--- config.mk ---
export PLATFORM = sky130hd
export DESIGN_NAME = hazard_ctrl_flat
export DESIGN_NICKNAME = d
export VERILOG_FILES = /design/src/rtl/hazard_ctrl_pkg.sv /design/src/rtl/hazard_ctrl_if.sv /design/src/rtl/hazard_ctrl_fwd_unit.sv /design/src/rtl/hazard_ctrl.sv /design/src/flat_wrapper.sv
export SDC_FILE = /design/constraint.sdc
export NUM_CORES = 1
export LEC_CHECK = 0
export ABC_AREA = 1
export CELL_PAD_IN_SITES_DETAIL_PLACEMENT = 1
export CELL_PAD_IN_SITES_GLOBAL_PLACEMENT = 1
export CORE_ASPECT_RATIO = 1.1
export CORE_UTILIZATION = 32
export CTS_BUF_LIST = sky130_fd_sc_hd__clkbuf_4 sky130_fd_sc_hd__clkbuf_8
export DETAILED_ROUTE_END_ITERATION = 10
export GPL_ROUTABILITY_DRIVEN = 0
export PLACE_DENSITY_LB_ADDON = 0.1
export SYNTH_ARGS = -nofsm -noshare
export SYNTH_HDL_FRONTEND = slang
export SYNTH_SLANG_ARGS = --single-unit
--- constraint.sdc ---
create_clock -name clk -period 1.95 [get_ports clk]
set_input_delay 0.39 -clock clk [delete_from_list [all_inputs] [get_ports clk]]
set_output_delay 0.39 -clock clk [all_outputs]
set_load 0.01 [all_outputs]
--- src/rtl/hazard_ctrl_pkg.sv ---
// Shared constants for the hazard controller: forwarding selects, FSM encodings
// and the upstream control bundle driven back into the pipeline.
package hazard_ctrl_pkg;

   localparam int DEF_RFIDX_WIDTH = 5;

   localparam logic [1:0] FWD_RF  = 2'b00;
   localparam logic [1:0] FWD_WB  = 2'b01;
   localparam logic [1:0] FWD_MEM = 2'b10;

   localparam logic [1:0] HZ_RUN     = 2'd0;
   localparam logic [1:0] HZ_FLUSH   = 2'd1;
   localparam logic [1:0] HZ_MEMWAIT = 2'd2;

   typedef struct packed {
      logic pc_write_en;
      logic if_id_write_en;
      logic if_id_flush;
      logic id_ex_bubble;
      logic ex_mem_hold;
   } ctrl_t;

   localparam ctrl_t CTRL_NORMAL = 5'b11000;
   localparam ctrl_t CTRL_FREEZE = 5'b00001;
   localparam ctrl_t CTRL_FLUSH  = 5'b11110;
   localparam ctrl_t CTRL_STALL  = 5'b00010;

endpackage

--- src/rtl/hazard_ctrl_if.sv ---
// Bundle of pipeline-side signals seen by the hazard controller.
// master = pipeline (drives stage info), slave = hazard controller.
interface hazard_ctrl_if #(
   parameter int RFIDX_WIDTH = 5,
   parameter int CNT_WIDTH   = 16
);
   logic [RFIDX_WIDTH-1:0] id_rs1_index;
   logic [RFIDX_WIDTH-1:0] id_rs2_index;
   logic                   id_uses_rs1;
   logic                   id_uses_rs2;
   logic [RFIDX_WIDTH-1:0] ex_rs1_index;
   logic [RFIDX_WIDTH-1:0] ex_rs2_index;
   logic [RFIDX_WIDTH-1:0] ex_rd_index;
   logic                   ex_mem_read;
   logic                   ex_take;
   logic                   ex_branch_taken;
   logic                   ex_branch;
   logic [RFIDX_WIDTH-1:0] mem_rd_index;
   logic                   mem_reg_write;
   logic [RFIDX_WIDTH-1:0] wb_rd_index;
   logic                   wb_reg_write;
   logic                   dmem_req;
   logic                   dmem_ready;
   logic                   pc_write_en;
   logic                   if_id_write_en;
   logic                   if_id_flush;
   logic                   id_ex_bubble;
   logic                   ex_mem_hold;
   logic [1:0]             fwd_a_sel;
   logic [1:0]             fwd_b_sel;
   logic                   mem_timeout;
   logic [CNT_WIDTH-1:0]   stall_count;

   modport master (
      output id_rs1_index, id_rs2_index, id_uses_rs1, id_uses_rs2,
             ex_rs1_index, ex_rs2_index, ex_rd_index, ex_mem_read,
             ex_take, ex_branch_taken, ex_branch,
             mem_rd_index, mem_reg_write, wb_rd_index, wb_reg_write,
             dmem_req, dmem_ready,
      input  pc_write_en, if_id_write_en, if_id_flush, id_ex_bubble,
             ex_mem_hold, fwd_a_sel, fwd_b_sel, mem_timeout, stall_count
   );

   modport slave (
      input  id_rs1_index, id_rs2_index, id_uses_rs1, id_uses_rs2,
             ex_rs1_index, ex_rs2_index, ex_rd_index, ex_mem_read,
             ex_take, ex_branch_taken, ex_branch,
             mem_rd_index, mem_reg_write, wb_rd_index, wb_reg_write,
             dmem_req, dmem_ready,
      output pc_write_en, if_id_write_en, if_id_flush, id_ex_bubble,
             ex_mem_hold, fwd_a_sel, fwd_b_sel, mem_timeout, stall_count
   );

endinterface

--- src/rtl/hazard_ctrl_fwd_unit.sv ---
// Operand forwarding select for one EX source register.
// The younger MEM result wins over WB; x0 is never forwarded.
module fwd_unit
   import hazard_ctrl_pkg::*;
#(
   parameter int RFIDX_WIDTH = DEF_RFIDX_WIDTH
) (
   input  logic [RFIDX_WIDTH-1:0] i_ex_rs_index,
   input  logic [RFIDX_WIDTH-1:0] i_mem_rd_index,
   input  logic                   i_mem_reg_write,
   input  logic [RFIDX_WIDTH-1:0] i_wb_rd_index,
   input  logic                   i_wb_reg_write,
   output logic [1:0]             o_fwd_sel
);

   logic w_mem_hit;
   logic w_wb_hit;

   assign w_mem_hit = i_mem_reg_write && (i_mem_rd_index != '0) &&
                      (i_mem_rd_index == i_ex_rs_index);
   assign w_wb_hit  = i_wb_reg_write && (i_wb_rd_index != '0) &&
                      (i_wb_rd_index == i_ex_rs_index);

   always_comb begin
      o_fwd_sel = FWD_RF;
      if (w_mem_hit)
         o_fwd_sel = FWD_MEM;
      else if (w_wb_hit)
         o_fwd_sel = FWD_WB;
   end

endmodule

--- src/rtl/hazard_ctrl.sv ---
// Pipeline hazard controller: load-use stall, mispredict flush, dmem freeze with
// watchdog, operand forwarding and a saturating stall-cycle counter.
module hazard_ctrl
   import hazard_ctrl_pkg::*;
#(
   parameter int RFIDX_WIDTH  = DEF_RFIDX_WIDTH,
   parameter int FLUSH_CYCLES = 1,
   parameter int MEM_TIMEOUT  = 255,
   parameter int CNT_WIDTH    = 16
) (
   input  logic         clk,
   input  logic         rst_n,
   hazard_ctrl_if.slave hz
);

   localparam int               WAIT_W      = $clog2(MEM_TIMEOUT + 1);
   localparam logic [WAIT_W-1:0] WAIT_MAX   = WAIT_W'(MEM_TIMEOUT);
   localparam logic [2:0]        FLUSH_LOAD = 3'(FLUSH_CYCLES - 1);

   logic [1:0]           r_state;
   logic [1:0]           w_state_next;
   logic [2:0]           r_flush_cnt;
   logic [2:0]           w_flush_cnt_next;
   logic [WAIT_W-1:0]    r_wait_cnt;
   logic [WAIT_W-1:0]    w_wait_cnt_next;
   logic                 r_mem_timeout;
   logic                 w_mem_timeout_next;
   logic [CNT_WIDTH-1:0] r_stall_cnt;

   logic  w_mem_wait;
   logic  w_mispredict;
   logic  w_load_use;
   ctrl_t w_ctrl;
   ctrl_t w_ctrl_out;

   logic [RFIDX_WIDTH-1:0] w_ex_rs [2];
   logic [1:0]             w_fwd_sel [2];

   assign w_mem_wait   = hz.dmem_req && !hz.dmem_ready;
   assign w_mispredict = hz.ex_branch && (hz.ex_branch_taken != hz.ex_take);
   assign w_load_use   = hz.ex_mem_read && (hz.ex_rd_index != '0) &&
                         ((hz.id_uses_rs1 && (hz.id_rs1_index == hz.ex_rd_index)) ||
                          (hz.id_uses_rs2 && (hz.id_rs2_index == hz.ex_rd_index)));

   always_comb begin
      w_state_next     = r_state;
      w_flush_cnt_next = r_flush_cnt;
      w_ctrl           = CTRL_NORMAL;
      case (r_state)
         HZ_FLUSH: begin
            if (w_mem_wait) begin
               w_ctrl           = CTRL_FREEZE;
               w_state_next     = HZ_MEMWAIT;
               w_flush_cnt_next = '0;
            end else begin
               w_ctrl = CTRL_FLUSH;
               if (r_flush_cnt <= 3'd1) begin
                  w_state_next     = HZ_RUN;
                  w_flush_cnt_next = '0;
               end else begin
                  w_flush_cnt_next = r_flush_cnt - 3'd1;
               end
            end
         end
         HZ_MEMWAIT: begin
            if (w_mem_wait) begin
               w_ctrl = CTRL_FREEZE;
            end else begin
               // Release cycle: the held branch re-resolves next cycle in RUN,
               // but a load-use pair must still be separated now.
               w_state_next = HZ_RUN;
               if (w_load_use)
                  w_ctrl = CTRL_STALL;
            end
         end
         default: begin
            if (w_mem_wait) begin
               w_ctrl       = CTRL_FREEZE;
               w_state_next = HZ_MEMWAIT;
            end else if (w_mispredict) begin
               w_ctrl = CTRL_FLUSH;
               if (FLUSH_CYCLES > 1) begin
                  w_state_next     = HZ_FLUSH;
                  w_flush_cnt_next = FLUSH_LOAD;
               end
            end else if (w_load_use) begin
               w_ctrl = CTRL_STALL;
            end
         end
      endcase
   end

   always_comb begin
      w_wait_cnt_next = '0;
      if (w_mem_wait)
         w_wait_cnt_next = (r_wait_cnt == WAIT_MAX) ? r_wait_cnt : r_wait_cnt + 1'b1;
      w_mem_timeout_next = r_mem_timeout || (w_mem_wait && (w_wait_cnt_next == WAIT_MAX));
   end

   always_ff @(posedge clk or negedge rst_n) begin
      if (!rst_n) begin
         r_state       <= HZ_RUN;
         r_flush_cnt   <= '0;
         r_wait_cnt    <= '0;
         r_mem_timeout <= 1'b0;
         r_stall_cnt   <= '0;
      end else begin
         r_state       <= w_state_next;
         r_flush_cnt   <= w_flush_cnt_next;
         r_wait_cnt    <= w_wait_cnt_next;
         r_mem_timeout <= w_mem_timeout_next;
         if (!w_ctrl_out.pc_write_en && (r_stall_cnt != '1))
            r_stall_cnt <= r_stall_cnt + 1'b1;
      end
   end

   assign w_ex_rs[0] = hz.ex_rs1_index;
   assign w_ex_rs[1] = hz.ex_rs2_index;

   generate
      for (genvar gi = 0; gi < 2; gi++) begin : g_fwd
         fwd_unit #(
            .RFIDX_WIDTH (RFIDX_WIDTH)
         ) u_fwd (
            .i_ex_rs_index   (w_ex_rs[gi]),
            .i_mem_rd_index  (hz.mem_rd_index),
            .i_mem_reg_write (hz.mem_reg_write),
            .i_wb_rd_index   (hz.wb_rd_index),
            .i_wb_reg_write  (hz.wb_reg_write),
            .o_fwd_sel       (w_fwd_sel[gi])
         );
      end
   endgenerate

   // Outputs are held at their idle values for as long as reset is asserted.
   assign w_ctrl_out = rst_n ? w_ctrl : CTRL_NORMAL;

   assign hz.pc_write_en    = w_ctrl_out.pc_write_en;
   assign hz.if_id_write_en = w_ctrl_out.if_id_write_en;
   assign hz.if_id_flush    = w_ctrl_out.if_id_flush;
   assign hz.id_ex_bubble   = w_ctrl_out.id_ex_bubble;
   assign hz.ex_mem_hold    = w_ctrl_out.ex_mem_hold;
   assign hz.fwd_a_sel      = rst_n ? w_fwd_sel[0] : FWD_RF;
   assign hz.fwd_b_sel      = rst_n ? w_fwd_sel[1] : FWD_RF;
   assign hz.mem_timeout    = r_mem_timeout;
   assign hz.stall_count    = r_stall_cnt;

endmodule

--- src/flat_wrapper.sv ---
// flat-port wrapper written by rule: the top's interface ports become plain ports
module hazard_ctrl_flat import hazard_ctrl_pkg::*;
#(
   parameter int RFIDX_WIDTH  = DEF_RFIDX_WIDTH,
   parameter int FLUSH_CYCLES = 1,
   parameter int MEM_TIMEOUT  = 255,
   parameter int CNT_WIDTH    = 16
)
  (clk, rst_n, hz_id_rs1_index, hz_id_rs2_index, hz_id_uses_rs1, hz_id_uses_rs2, hz_ex_rs1_index, hz_ex_rs2_index, hz_ex_rd_index, hz_ex_mem_read, hz_ex_take, hz_ex_branch_taken, hz_ex_branch, hz_mem_rd_index, hz_mem_reg_write, hz_wb_rd_index, hz_wb_reg_write, hz_dmem_req, hz_dmem_ready, hz_pc_write_en, hz_if_id_write_en, hz_if_id_flush, hz_id_ex_bubble, hz_ex_mem_hold, hz_fwd_a_sel, hz_fwd_b_sel, hz_mem_timeout, hz_stall_count);
  hazard_ctrl_if #(.RFIDX_WIDTH(RFIDX_WIDTH), .CNT_WIDTH(CNT_WIDTH)) hz_i ();
  input  logic clk;
  input  logic rst_n;
  input wire logic [$bits(hz_i.id_rs1_index)-1:0] hz_id_rs1_index;
  input wire logic [$bits(hz_i.id_rs2_index)-1:0] hz_id_rs2_index;
  input wire logic [$bits(hz_i.id_uses_rs1)-1:0] hz_id_uses_rs1;
  input wire logic [$bits(hz_i.id_uses_rs2)-1:0] hz_id_uses_rs2;
  input wire logic [$bits(hz_i.ex_rs1_index)-1:0] hz_ex_rs1_index;
  input wire logic [$bits(hz_i.ex_rs2_index)-1:0] hz_ex_rs2_index;
  input wire logic [$bits(hz_i.ex_rd_index)-1:0] hz_ex_rd_index;
  input wire logic [$bits(hz_i.ex_mem_read)-1:0] hz_ex_mem_read;
  input wire logic [$bits(hz_i.ex_take)-1:0] hz_ex_take;
  input wire logic [$bits(hz_i.ex_branch_taken)-1:0] hz_ex_branch_taken;
  input wire logic [$bits(hz_i.ex_branch)-1:0] hz_ex_branch;
  input wire logic [$bits(hz_i.mem_rd_index)-1:0] hz_mem_rd_index;
  input wire logic [$bits(hz_i.mem_reg_write)-1:0] hz_mem_reg_write;
  input wire logic [$bits(hz_i.wb_rd_index)-1:0] hz_wb_rd_index;
  input wire logic [$bits(hz_i.wb_reg_write)-1:0] hz_wb_reg_write;
  input wire logic [$bits(hz_i.dmem_req)-1:0] hz_dmem_req;
  input wire logic [$bits(hz_i.dmem_ready)-1:0] hz_dmem_ready;
  output wire logic [$bits(hz_i.pc_write_en)-1:0] hz_pc_write_en;
  output wire logic [$bits(hz_i.if_id_write_en)-1:0] hz_if_id_write_en;
  output wire logic [$bits(hz_i.if_id_flush)-1:0] hz_if_id_flush;
  output wire logic [$bits(hz_i.id_ex_bubble)-1:0] hz_id_ex_bubble;
  output wire logic [$bits(hz_i.ex_mem_hold)-1:0] hz_ex_mem_hold;
  output wire logic [$bits(hz_i.fwd_a_sel)-1:0] hz_fwd_a_sel;
  output wire logic [$bits(hz_i.fwd_b_sel)-1:0] hz_fwd_b_sel;
  output wire logic [$bits(hz_i.mem_timeout)-1:0] hz_mem_timeout;
  output wire logic [$bits(hz_i.stall_count)-1:0] hz_stall_count;
  assign hz_i.id_rs1_index = hz_id_rs1_index;
  assign hz_i.id_rs2_index = hz_id_rs2_index;
  assign hz_i.id_uses_rs1 = hz_id_uses_rs1;
  assign hz_i.id_uses_rs2 = hz_id_uses_rs2;
  assign hz_i.ex_rs1_index = hz_ex_rs1_index;
  assign hz_i.ex_rs2_index = hz_ex_rs2_index;
  assign hz_i.ex_rd_index = hz_ex_rd_index;
  assign hz_i.ex_mem_read = hz_ex_mem_read;
  assign hz_i.ex_take = hz_ex_take;
  assign hz_i.ex_branch_taken = hz_ex_branch_taken;
  assign hz_i.ex_branch = hz_ex_branch;
  assign hz_i.mem_rd_index = hz_mem_rd_index;
  assign hz_i.mem_reg_write = hz_mem_reg_write;
  assign hz_i.wb_rd_index = hz_wb_rd_index;
  assign hz_i.wb_reg_write = hz_wb_reg_write;
  assign hz_i.dmem_req = hz_dmem_req;
  assign hz_i.dmem_ready = hz_dmem_ready;
  assign hz_pc_write_en = hz_i.pc_write_en;
  assign hz_if_id_write_en = hz_i.if_id_write_en;
  assign hz_if_id_flush = hz_i.if_id_flush;
  assign hz_id_ex_bubble = hz_i.id_ex_bubble;
  assign hz_ex_mem_hold = hz_i.ex_mem_hold;
  assign hz_fwd_a_sel = hz_i.fwd_a_sel;
  assign hz_fwd_b_sel = hz_i.fwd_b_sel;
  assign hz_mem_timeout = hz_i.mem_timeout;
  assign hz_stall_count = hz_i.stall_count;
  hazard_ctrl #(.RFIDX_WIDTH(RFIDX_WIDTH), .FLUSH_CYCLES(FLUSH_CYCLES), .MEM_TIMEOUT(MEM_TIMEOUT), .CNT_WIDTH(CNT_WIDTH)) u_core (.clk(clk), .rst_n(rst_n), .hz(hz_i));
endmodule
==> flow_summary.html, run 1 <==
<table>
<tr><th>Metric</th><th>Value</th></tr>
<tr><th colspan="2">Status</th></tr>
<tr><td>Outcome</td><td>finished, final reports clean</td></tr>
<tr><th colspan="2">Setup path</th></tr>
<tr><td>Capturing element type of the critical path</td><td>output pin</td></tr>
<tr><td>Kind of launch point of the worst setup path</td><td>input port</td></tr>
<tr><td>WP data arrival</td><td>1.48 ns</td></tr>
<tr><td>Data required time of the worst path</td><td>1.56 ns</td></tr>
<tr><td>Classification of the worst setup path</td><td>input port to output pin</td></tr>
<tr><td>Largest fanout of any net on the critical path</td><td>2</td></tr>
<tr><th colspan="2">Drt</th></tr>
<tr><td>DRC violations left</td><td>0</td></tr>
<tr><td>Sum of routed wire segments on met1</td><td>2.88 mm</td></tr>
<tr><td>Antenna-violating nets left</td><td>0</td></tr>
<tr><td>Highest routed layer</td><td>met4</td></tr>
<tr><td>Wire length on met3</td><td>272 µm</td></tr>
<tr><td>Met2 WL</td><td>3.37 mm</td></tr>
<tr><td>Number of vias per cell</td><td>4.90</td></tr>
<tr><td>Drt initial violations</td><td>95</td></tr>
<tr><td>Final WL</td><td>6.58 mm</td></tr>
<tr><td>Via count</td><td>2435</td></tr>
<tr><td>Post-detailed-route wirelength per cell</td><td>13.2 µm</td></tr>
<tr><td>First-pass DRT Iterations</td><td>4</td></tr>
<tr><th colspan="2">Pwr</th></tr>
<tr><td>Switch share</td><td>0.329</td></tr>
<tr><td>Peak supply drop</td><td>0.220 mV</td></tr>
<tr><td>Fraction of power consumed by sequential logic</td><td>0.446</td></tr>
<tr><td>Pwr/cell area</td><td>462 nW/µm²</td></tr>
<tr><td>Leakage dissipation</td><td>1.57 nW</td></tr>
<tr><td>Portion of total power attributed to combinational logic</td><td>0.334</td></tr>
<tr><td>Part of the total power dissipated in the clock network</td><td>0.220</td></tr>
<tr><td>Internal power consumption</td><td>0.960 mW</td></tr>
<tr><td>Final total power</td><td>1.43 mW</td></tr>
<tr><td>Net switching component of the power</td><td>0.470 mW</td></tr>
<tr><th colspan="2">Finish</th></tr>
<tr><td># diodes</td><td>0</td></tr>
<tr><td>Filler cell count in the final layout</td><td>848</td></tr>
<tr><td>Layout-stage area growth over the synthesis result</td><td>43.9%</td></tr>
<tr><td>Final design area excluding fillers</td><td>3100 µm²</td></tr>
<tr><td>Layout cell share with drive strength beyond 1</td><td>0.182</td></tr>
<tr><td>Final Net Count</td><td>468</td></tr>
<tr><td>Post-route insts no fill</td><td>497</td></tr>
<tr><td>Utilization of the core after routing</td><td>0.488</td></tr>
<tr><th colspan="2">Clocking</th></tr>
<tr><td>Source-to-sink clock delay at the later pin of the worst-skew pair</td><td>0.27 ns</td></tr>
<tr><td>Count of H-tree levels built during CTS</td><td>1</td></tr>
<tr><td>Num CTS Buffers</td><td>3</td></tr>
<tr><td>CTS tree</td><td>yes</td></tr>
<tr><td>Clock-pin transition on the worst setup and hold timing paths</td><td>0.09 ns</td></tr>
<tr><td>Buffer type at the clock tree root</td><td>sky130_fd_sc_hd__clkbuf_8</td></tr>
<tr><td>Clk buf depth</td><td>2</td></tr>
<tr><td>Post-CTS setup buffer count</td><td>0</td></tr>
<tr><td>Clock sink count</td><td>26</td></tr>
<tr><th colspan="2">Placed design</th></tr>
<tr><td>Post-detailed-placement half-perimeter wirelength</td><td>5.33 mm</td></tr>
<tr><td>Inst Count DP</td><td>494</td></tr>
<tr><td>Placed Instance Area</td><td>3110 µm²</td></tr>
<tr><td>Number of port buffers</td><td>72</td></tr>
<tr><td>Post-place setup slack</td><td>-0.660 ns</td></tr>
<tr><th colspan="2">GRT</th></tr>
<tr><td>Gr ovfl total</td><td>0</td></tr>
<tr><td>GRT Total Usage</td><td>0.198</td></tr>
<tr><td>Via count of the first global-routing pass</td><td>2524</td></tr>
<tr><td>Maximum number of pins on one net before global-route repair</td><td>27</td></tr>
<tr><td>First-pass GRT wire length</td><td>11.1 mm</td></tr>
<tr><td>Initial antenna violation count</td><td>0</td></tr>
<tr><th colspan="2">Yosys</th></tr>
<tr><td>Number of warning messages in the yosys log</td><td>0</td></tr>
<tr><td>Gate count after technology mapping</td><td>324</td></tr>
<tr><td>Nets in the synthesized netlist</td><td>373</td></tr>
<tr><td>Post-synth design cell area</td><td>2150 µm²</td></tr>
<tr><td>Synth unique cells</td><td>30</td></tr>
<tr><td>Part of the Yosys area used for sequential elements</td><td>0.302</td></tr>
<tr><td>Mean post-synth cell area</td><td>6.65 µm²</td></tr>
<tr><td>Total of flip-flops plus latches after synthesis</td><td>26</td></tr>
<tr><th colspan="2">Run</th></tr>
<tr><td>Max-cap violation count</td><td>0</td></tr>
<tr><th colspan="2">STA</th></tr>
<tr><td>Pins Over Slew Limit</td><td>0</td></tr>
<tr><td>Clock Skew</td><td>0.00477 ns</td></tr>
<tr><td>Final worst slack</td><td>0.0807 ns</td></tr>
<tr><td>Slew @ Worst Pin</td><td>0.448 ns</td></tr>
<tr><td>Worst slew margin relative to its limit</td><td>0.701</td></tr>
<tr><td>Maximum clock frequency</td><td>535 MHz</td></tr>
<tr><td>Number of endpoints failing setup at the final stage</td><td>0</td></tr>
<tr><td>Period utilization</td><td>0.959</td></tr>
<tr><td>Total count of hold-check failures in the final report</td><td>0</td></tr>
<tr><td>Final-layout setup total negative slack</td><td>0 ns</td></tr>
<tr><td>Clock period minus worst slack</td><td>1.87 ns</td></tr>
<tr><td>Final hold slack</td><td>0.467 ns</td></tr>
<tr><th colspan="2">Hold path</th></tr>
<tr><td>Class of the most critical hold timing path</td><td>input port to asynchronous set/reset pin</td></tr>
<tr><th colspan="2">Floorplan</th></tr>
<tr><td>DIE HEIGHT</td><td>88.0 µm</td></tr>
<tr><td>Effective utilization at floorplan</td><td>0.339</td></tr>
<tr><td>Total die area</td><td>7060 µm²</td></tr>
<tr><td># IOs</td><td>73</td></tr>
<tr><td>Number of rows created at floorplan</td><td>30</td></tr>
<tr><td>DIE WIDTH</td><td>80.2 µm</td></tr>
<tr><td>Standard cell core area</td><td>6340 µm²</td></tr>
</table>
[worst max-delay path, cell delays in order]
cell	delay [ns]
sky130_fd_sc_hd__clkdlybuf4s50_1	0.48
sky130_fd_sc_hd__o21ai_2	0.06
sky130_fd_sc_hd__buf_4	0.13
sky130_fd_sc_hd__nor4_1	0.24
sky130_fd_sc_hd__buf_2	0.18
[cell usage after synthesis (all sizes together)]
library cell / number / area (µm²)
xor2: 14 / 123
o22ai: 2 / 12.5
ha: 2 / 25.0
nor4: 1 / 6.26
o211ai: 1 / 7.51
xnor2: 14 / 123
or2: 1 / 6.26
nor3b: 3 / 22.5
a21oi: 8 / 40.0
and2: 1 / 6.26
o31ai: 1 / 7.51
nand3: 23 / 140
dfrtp: 26 / 651
nor2: 45 / 195
nor3: 4 / 36.3
nand4: 22 / 138
o21ai: 6 / 30.0
nand2: 105 / 397
inv: 39 / 146
buf: 6 / 41.3
[flip-flops by register name, indices dropped and copies added, names as in the netlist]
name                   flops
u_core.hz.mem_timeout      1
u_core.r_state             1
u_core.r_wait_cnt          8
u_core.hz.stall_count     16
[final timing paths]
kind | startpoint | endpoint | slack (ns) | cells after the start
max | hz_mem_reg_write | hz_fwd_a_sel[1] | 0.08 | 5
min | rst_n | u_core.r_wait_cnt[0] | 0.47 | 3
max reg2reg | u_core.r_wait_cnt[1] | u_core.hz.mem_timeout | 0.24 | 12
min reg2reg | u_core.hz.mem_timeout | u_core.hz.mem_timeout | 0.47 | 2
max in group asynchronous | rst_n | u_core.r_wait_cnt[5] | 1.22 | 3
min in group clk | u_core.hz.mem_timeout | u_core.hz.mem_timeout | 0.47 | 2
[metal layers]
metal / track usage / vias up
met4: 0.0438 / 0
li1: - / 1222
met2: 0.376 / 58
met5: 0 / -
met1: 0.235 / 1150
met3: 0.0271 / 5
[power groups by stage]
stage                     Sequential (mW)  Combinational (mW)  Clock [mW]
final                               0.638               0.477       0.314
after global routing                0.648               0.528       0.345
after CTS                           0.640               0.481       0.327
after detailed placement            0.652               0.500           0
after global placement              0.645               0.487           0
after floorplan                     0.653               0.197           0
[layout by cell type (no fill, tap or decap), types with 3 or more instances in the layout]
cell / synthesis / final
sky130_fd_sc_hd__dlygate4sd2_1: 0 / 25
sky130_fd_sc_hd__xor2_1: 14 / 14
sky130_fd_sc_hd__clkdlybuf4s50_1: 0 / 21
sky130_fd_sc_hd__buf_2: 3 / 6
sky130_fd_sc_hd__xnor2_1: 14 / 13
sky130_fd_sc_hd__inv_1: 38 / 31
sky130_fd_sc_hd__clkbuf_8: 0 / 3
sky130_fd_sc_hd__clkdlybuf4s15_1: 0 / 6
sky130_fd_sc_hd__nand3_1: 21 / 21
sky130_fd_sc_hd__nor2_1: 42 / 40
sky130_fd_sc_hd__buf_6: 1 / 4
sky130_fd_sc_hd__buf_4: 2 / 22
sky130_fd_sc_hd__a21oi_1: 8 / 6
sky130_fd_sc_hd__dfrtp_1: 26 / 26
sky130_fd_sc_hd__nand2_1: 104 / 103
sky130_fd_sc_hd__o21ai_0: 6 / 4
sky130_fd_sc_hd__clkbuf_2: 0 / 12
sky130_fd_sc_hd__nand4_1: 22 / 22
sky130_fd_sc_hd__inv_2: 1 / 8
sky130_fd_sc_hd__nor2_2: 1 / 3
[cells by family (layout without fill, tap and decap cells)]
logic type	Yosys count	in the layout	synth area share
AO/OA/AOI/OAI	18	18	0.0453
XOR/XNOR	28	28	0.114
adder cells (fa/ha/maj)	2	2	0.0116
buffers and inverters	45	138	0.0872
flip-flops	26	26	0.302
AND/OR/NAND/NOR	205	205	0.440
[timing repair]
item                       4_1_cts  5_1_grt
hold buffers                     0        0
resized for setup               99       34
setup endpoints to repair       22        4
pin swaps                       25       15
[cell type report]
class	count	area (µm²)	share of cell area
repair buffers	96	790	0.255
clock buffers	3	41.3	0.0133
inverters	39	146	0.0473
flip-flops and latches	26	651	0.210
multi-input cells	253	1370	0.442
well taps	80	100	0.0323
(Power assumes the default switching activity.)
==> run 2: changes to the inputs <==
SKIP_CTS_REPAIR_TIMING = 1   (was default)
==> run 2 against run 1 <==
Net effect: fmax up 0.32%; clock power hardly changed; clock-buffer cell count stayed put; clock skew barely moved; worst setup slack better by 0.0059 ns; combinational power up 5.0%; first-iteration DRC count is 31% lower; critical path type unchanged; largest power group unchanged; highest routed layer unchanged.
==> flow_summary.html, run 2 (synthesis gave the netlist of run 1 again) <==
<table>
<tr><th>Metric</th><th>Value</th></tr>
<tr><th colspan="2">STA</th></tr>
<tr><td>Number of endpoints failing setup at the final stage</td><td>0</td></tr>
<tr><td>Final hold slack</td><td>0.358 ns</td></tr>
<tr><td>Clock period minus worst slack</td><td>1.86 ns</td></tr>
<tr><td>Total count of hold-check failures in the final report</td><td>0</td></tr>
<tr><td>Final worst slack</td><td>0.0866 ns</td></tr>
<tr><td>Final-layout setup total negative slack</td><td>0 ns</td></tr>
<tr><td>Maximum clock frequency</td><td>537 MHz</td></tr>
<tr><td>Period utilization</td><td>0.956</td></tr>
<tr><td>Pins Over Slew Limit</td><td>0</td></tr>
<tr><td>Slew @ Worst Pin</td><td>0.448 ns</td></tr>
<tr><td>Worst slew margin relative to its limit</td><td>0.701</td></tr>
<tr><td>Clock Skew</td><td>0.00436 ns</td></tr>
<tr><th colspan="2">Clocking</th></tr>
<tr><td>Clock-pin transition on the worst setup and hold timing paths</td><td>0.09 ns</td></tr>
<tr><td>Clk buf depth</td><td>2</td></tr>
<tr><td>Clock sink count</td><td>26</td></tr>
<tr><td>Count of H-tree levels built during CTS</td><td>1</td></tr>
<tr><td>Source-to-sink clock delay at the later pin of the worst-skew pair</td><td>0.27 ns</td></tr>
<tr><td>CTS tree</td><td>yes</td></tr>
<tr><td>Buffer type at the clock tree root</td><td>sky130_fd_sc_hd__clkbuf_8</td></tr>
<tr><td>Num CTS Buffers</td><td>3</td></tr>
<tr><th colspan="2">GRT</th></tr>
<tr><td>GRT Total Usage</td><td>0.197</td></tr>
<tr><td>Initial antenna violation count</td><td>0</td></tr>
<tr><td>Gr ovfl total</td><td>0</td></tr>
<tr><td>Via count of the first global-routing pass</td><td>2534</td></tr>
<tr><td>Maximum number of pins on one net before global-route repair</td><td>27</td></tr>
<tr><td>First-pass GRT wire length</td><td>11.0 mm</td></tr>
<tr><th colspan="2">Drt</th></tr>
<tr><td>Antenna-violating nets left</td><td>0</td></tr>
<tr><td>First-pass DRT Iterations</td><td>4</td></tr>
<tr><td>DRC violations left</td><td>0</td></tr>
<tr><td>Via count</td><td>2434</td></tr>
<tr><td>Number of vias per cell</td><td>4.90</td></tr>
<tr><td>Drt initial violations</td><td>66</td></tr>
<tr><td>Final WL</td><td>6.84 mm</td></tr>
<tr><td>Post-detailed-route wirelength per cell</td><td>13.8 µm</td></tr>
<tr><th colspan="2">Floorplan</th></tr>
<tr><td>DIE WIDTH</td><td>80.2 µm</td></tr>
<tr><td>Effective utilization at floorplan</td><td>0.339</td></tr>
<tr><td>Number of rows created at floorplan</td><td>30</td></tr>
<tr><td>DIE HEIGHT</td><td>88.0 µm</td></tr>
<tr><td>Total die area</td><td>7060 µm²</td></tr>
<tr><td>Standard cell core area</td><td>6340 µm²</td></tr>
<tr><td># IOs</td><td>73</td></tr>
<tr><th colspan="2">Setup path</th></tr>
<tr><td>Reg-to-reg endpoint</td><td>u_core.hz.mem_timeout</td></tr>
<tr><td>WP data arrival</td><td>1.47 ns</td></tr>
<tr><td>Classification of the worst setup path</td><td>input port to output pin</td></tr>
<tr><td>Slack of the worst reg-to-reg path</td><td>0.24 ns</td></tr>
<tr><td>Largest fanout of any net on the critical path</td><td>2</td></tr>
<tr><td>Capturing element type of the critical path</td><td>output pin</td></tr>
<tr><td>Worst R2R Start</td><td>u_core.r_wait_cnt[0]</td></tr>
<tr><td>Data required time of the worst path</td><td>1.56 ns</td></tr>
<tr><td>Kind of launch point of the worst setup path</td><td>input port</td></tr>
<tr><td>Count of cells along the worst register-to-register path</td><td>12</td></tr>
<tr><th colspan="2">Finish</th></tr>
<tr><td>Max reg flops</td><td>16</td></tr>
<tr><td>Layout-stage area growth over the synthesis result</td><td>53.0%</td></tr>
<tr><td>Layout cell share with drive strength beyond 1</td><td>0.156</td></tr>
<tr><td>Total area of multi-input combinational cells</td><td>1370 µm²</td></tr>
<tr><td>Most frequent cells in the layout</td><td>sky130_fd_sc_hd__nand2_1, sky130_fd_sc_hd__dlymetal6s2s_1, sky130_fd_sc_hd__nor2_1</td></tr>
<tr><td>Filler cell count in the final layout</td><td>808</td></tr>
<tr><td>Footprint of the flip-flops and latches</td><td>651 µm²</td></tr>
<tr><td>Final Net Count</td><td>468</td></tr>
<tr><td>Most common library cell in the layout ignoring fill and taps</td><td>sky130_fd_sc_hd__nand2_1</td></tr>
<tr><td>Utilization of the core after routing</td><td>0.519</td></tr>
<tr><td># diodes</td><td>0</td></tr>
<tr><th colspan="2">Pwr</th></tr>
<tr><td>Peak supply drop</td><td>0.220 mV</td></tr>
<tr><td>Leakage dissipation</td><td>1.93 nW</td></tr>
<tr><td>Pwr/cell area</td><td>442 nW/µm²</td></tr>
<tr><td>Final total power</td><td>1.45 mW</td></tr>
<tr><th colspan="2">Placed design</th></tr>
<tr><td>Post-detailed-placement half-perimeter wirelength</td><td>5.33 mm</td></tr>
<tr><td>Number of port buffers</td><td>72</td></tr>
<tr><td>Post-place setup slack</td><td>-0.660 ns</td></tr>
<tr><th colspan="2">Status</th></tr>
<tr><td>Outcome</td><td>finished, final reports clean</td></tr>
<tr><th colspan="2">Run</th></tr>
<tr><td>Max-cap violation count</td><td>0</td></tr>
<tr><th colspan="2">Hold path</th></tr>
<tr><td>Class of the most critical hold timing path</td><td>input port to asynchronous set/reset pin</td></tr>
</table>
## run 2: changes by cell type in the layout (fill, tap and decap cells not counted), moves of 2 or more
| cell | delta |
|---|---|
| sky130_fd_sc_hd__clkbuf_2 | -11 |
| sky130_fd_sc_hd__clkdlybuf4s15_1 | -6 |
| sky130_fd_sc_hd__dlygate4sd2_1 | -25 |
| sky130_fd_sc_hd__dlymetal6s2s_1 | +43 |
| sky130_fd_sc_hd__nand2_1 | -2 |
| sky130_fd_sc_hd__nand2_2 | +2 |
## run 2: layout make-up
| type | instances | share of cell area |
|---|---|---|
| inverters | 39 | 0.0444 |
| flip-flops and latches | 26 | 0.197 |
| multi-input cells | 253 | 0.416 |
| repair buffers | 96 | 0.299 |
| clock buffers | 3 | 0.0125 |
| well taps | 80 | 0.0304 |
## run 2: per-layer routing
layer  vias up  part of all wire  global-route usage
li1       1221                 -                   -
met1      1152              0.43               0.232
met2        56              0.52               0.375
met3         5             0.038              0.0292
met4         0            0.0082              0.0438
met5         -                 0                   0
## run 2: critical path: stages
cell	delay [ns]
sky130_fd_sc_hd__clkdlybuf4s50_1	0.48
sky130_fd_sc_hd__o21ai_2	0.08
sky130_fd_sc_hd__nor3_2	0.14
sky130_fd_sc_hd__nand3_1	0.12
sky130_fd_sc_hd__a21oi_2	0.12
sky130_fd_sc_hd__buf_2	0.14
## run 2: worst max-delay path by stage
stage                                  start         endpoint  slack, ns  depth (start not counted)
after floorplan            hz_ex_rd_index[3]   hz_pc_write_en       0.14                         11
after global placement     hz_ex_rd_index[2]  hz_id_ex_bubble      -0.64                         10
after detailed placement   hz_ex_rd_index[3]  hz_id_ex_bubble      -0.66                         10
after CTS                  hz_ex_rd_index[3]  hz_id_ex_bubble      -0.68                         10
after global routing      hz_mem_rd_index[0]  hz_fwd_b_sel[1]      -0.05                          8
final                        hz_wb_reg_write  hz_fwd_a_sel[0]       0.09                          6
## run 2: power by group
group	switching, mW	total, mW	leakage (nW)	internal (mW)
Clock	0.176	0.315	0.0216	0.139
Sequential	0.0610	0.638	0.351	0.577
Combinational	0.238	0.501	1.56	0.264
Total	0.475	1.45	1.93	0.980
## run 2: through the flow
stage	area (µm²)	cells
after detailed placement	3110	494
after global placement	3110	494
final	3290	497
after CTS	3150	497
after floorplan	2150	324
after global routing	3290	497
==> patch, RTL diff (settings of run 2) <==
Set the package constant `DEF_RFIDX_WIDTH` to 6 (it was 5).
--- a/src/rtl/hazard_ctrl_pkg.sv
+++ b/src/rtl/hazard_ctrl_pkg.sv
@@ -3,5 +3,5 @@
 package hazard_ctrl_pkg;
 
-   localparam int DEF_RFIDX_WIDTH = 5;
+   localparam int DEF_RFIDX_WIDTH = 6;
 
    localparam logic [1:0] FWD_RF  = 2'b00;
Interface: changed (7 resized); port bits go from 73 to 80. No check against the original RTL was run, so the function may have changed too.
==> patch against run 2 <==
  * Routed wire length up 7.5%
  * Cell area up 8.1%
  * Power up 5.9%
  * Sequential cell count unchanged
  * Worst setup slack worse by 0.046 ns
  * Count of clock-buffer cells in the layout up 1
  * Utilization up 0.83 points
  * Synthesized area up 5.9%
==> patch: results <==
set metrics [dict create \
    wl_mm 7.350 \
    synth_compound_area_share_pct 5.869 \
    dr.pass1.iters 4 \
    via_per_inst 4.908 \
    status "completed" \
    portBuffers 79 \
    grt_max_degree 19 \
    dr_total_vias 2601 \
    dpl.hpwl_mm 5.820 \
    intPower_mw 1.038 \
    synthTopCellsByArea "dfrtp_1, nand2_1, inv_1" \
    grt_usage_pct 20.02 \
    synth_xor_area_share_pct 11.14 \
    yosysSeqAreaShare_pct 28.52 \
    cts_buffers 3 \
    clk_latency_ns 0.27 \
    yosysWarnings 0 \
    slew_viol_final 0 \
    synth_cell_types 38 \
    synth_cells 340 \
    grt_pass1_vias 2670 \
    clock-skew-final_ns 0.01221 \
    drt_iter0_markers 93 \
    pre_cts_slack_ns -0.7545 \
    vdd_ir_drop_max_mv 0.2753 \
    power_leakage_nw 2.036 \
    final_layout_size_suffix_gt1_share_pct 24.11 \
    dp.cells 525 \
    antennaDiodeCount 0 \
    path_clk_slew_ns 0.10 \
    relSlewSlack_pct 69.40 \
    arrival_ns 1.52 \
    synth_fa_ha_area_share_pct 1.097 \
    placed_cell_area_um2 3393 \
    grt_pass1_wl_mm 11.89 \
    fin_nets 505 \
    root_buffer "clkbuf_8" \
    h-tree-depth 1 \
    clock_path_buffers 2 \
    syn_nets 396 \
    ys_top_cells_by_count "nand2_1, inv_1, nor2_1" \
]
==> patch: critical path, stage by stage <==
cell,delay (ns)
dlymetal6s2s_1,0.14
buf_4,0.15
xor2_2,0.18
nor4_4,0.26
buf_4,0.15
buf_4,0.10
nor3_2,0.03
buf_2,0.13
==> patch: final timing paths <==
check | start | endpoint | slack, ns | depth (start not counted)
setup / recovery | hz_mem_rd_index[4] | hz_fwd_b_sel[0] | 0.04 | 8
hold / removal | rst_n | u_core.hz.stall_count[10] | 0.17 | 3
setup reg to reg | u_core.r_wait_cnt[0] | u_core.hz.mem_timeout | 0.23 | 9
hold reg to reg | u_core.hz.mem_timeout | u_core.hz.mem_timeout | 0.49 | 2
max in group asynchronous | rst_n | u_core.hz.stall_count[15] | 1.46 | 4
min in group clk | u_core.hz.mem_timeout | u_core.hz.mem_timeout | 0.49 | 2
==> patch: cell type report <==
type | count | area [um^2]
Inverter | 56 | 210.2
Multi-Input combinational cell | 253 | 1506
Tap cell | 82 | 102.6
Clock buffer | 4 | 55.05
Fill cell | 870 | 3188
Sequential cell | 26 | 650.6
Timing Repair Buffer | 109 | 1036
==> patch: power by group through the flow <==
stage	Combinational [mW]	Sequential, mW	Clock [mW]
floorplan	0.216	0.650	0
finish	0.550	0.633	0.357
global route	0.604	0.643	0.400
global placement	0.532	0.641	0
detailed placement	0.547	0.643	0
CTS	0.548	0.633	0.377
==> patch: metal layers <==
metal / up-vias / track usage (%) / wire length, um
li1: 1304 / - / -
met2: 56 / 34.78 / 3724
met3: 6 / 3.636 / 284
met5: - / 0 / 0
met1: 1235 / 25.66 / 3274
met4: 0 / 3.161 / 67
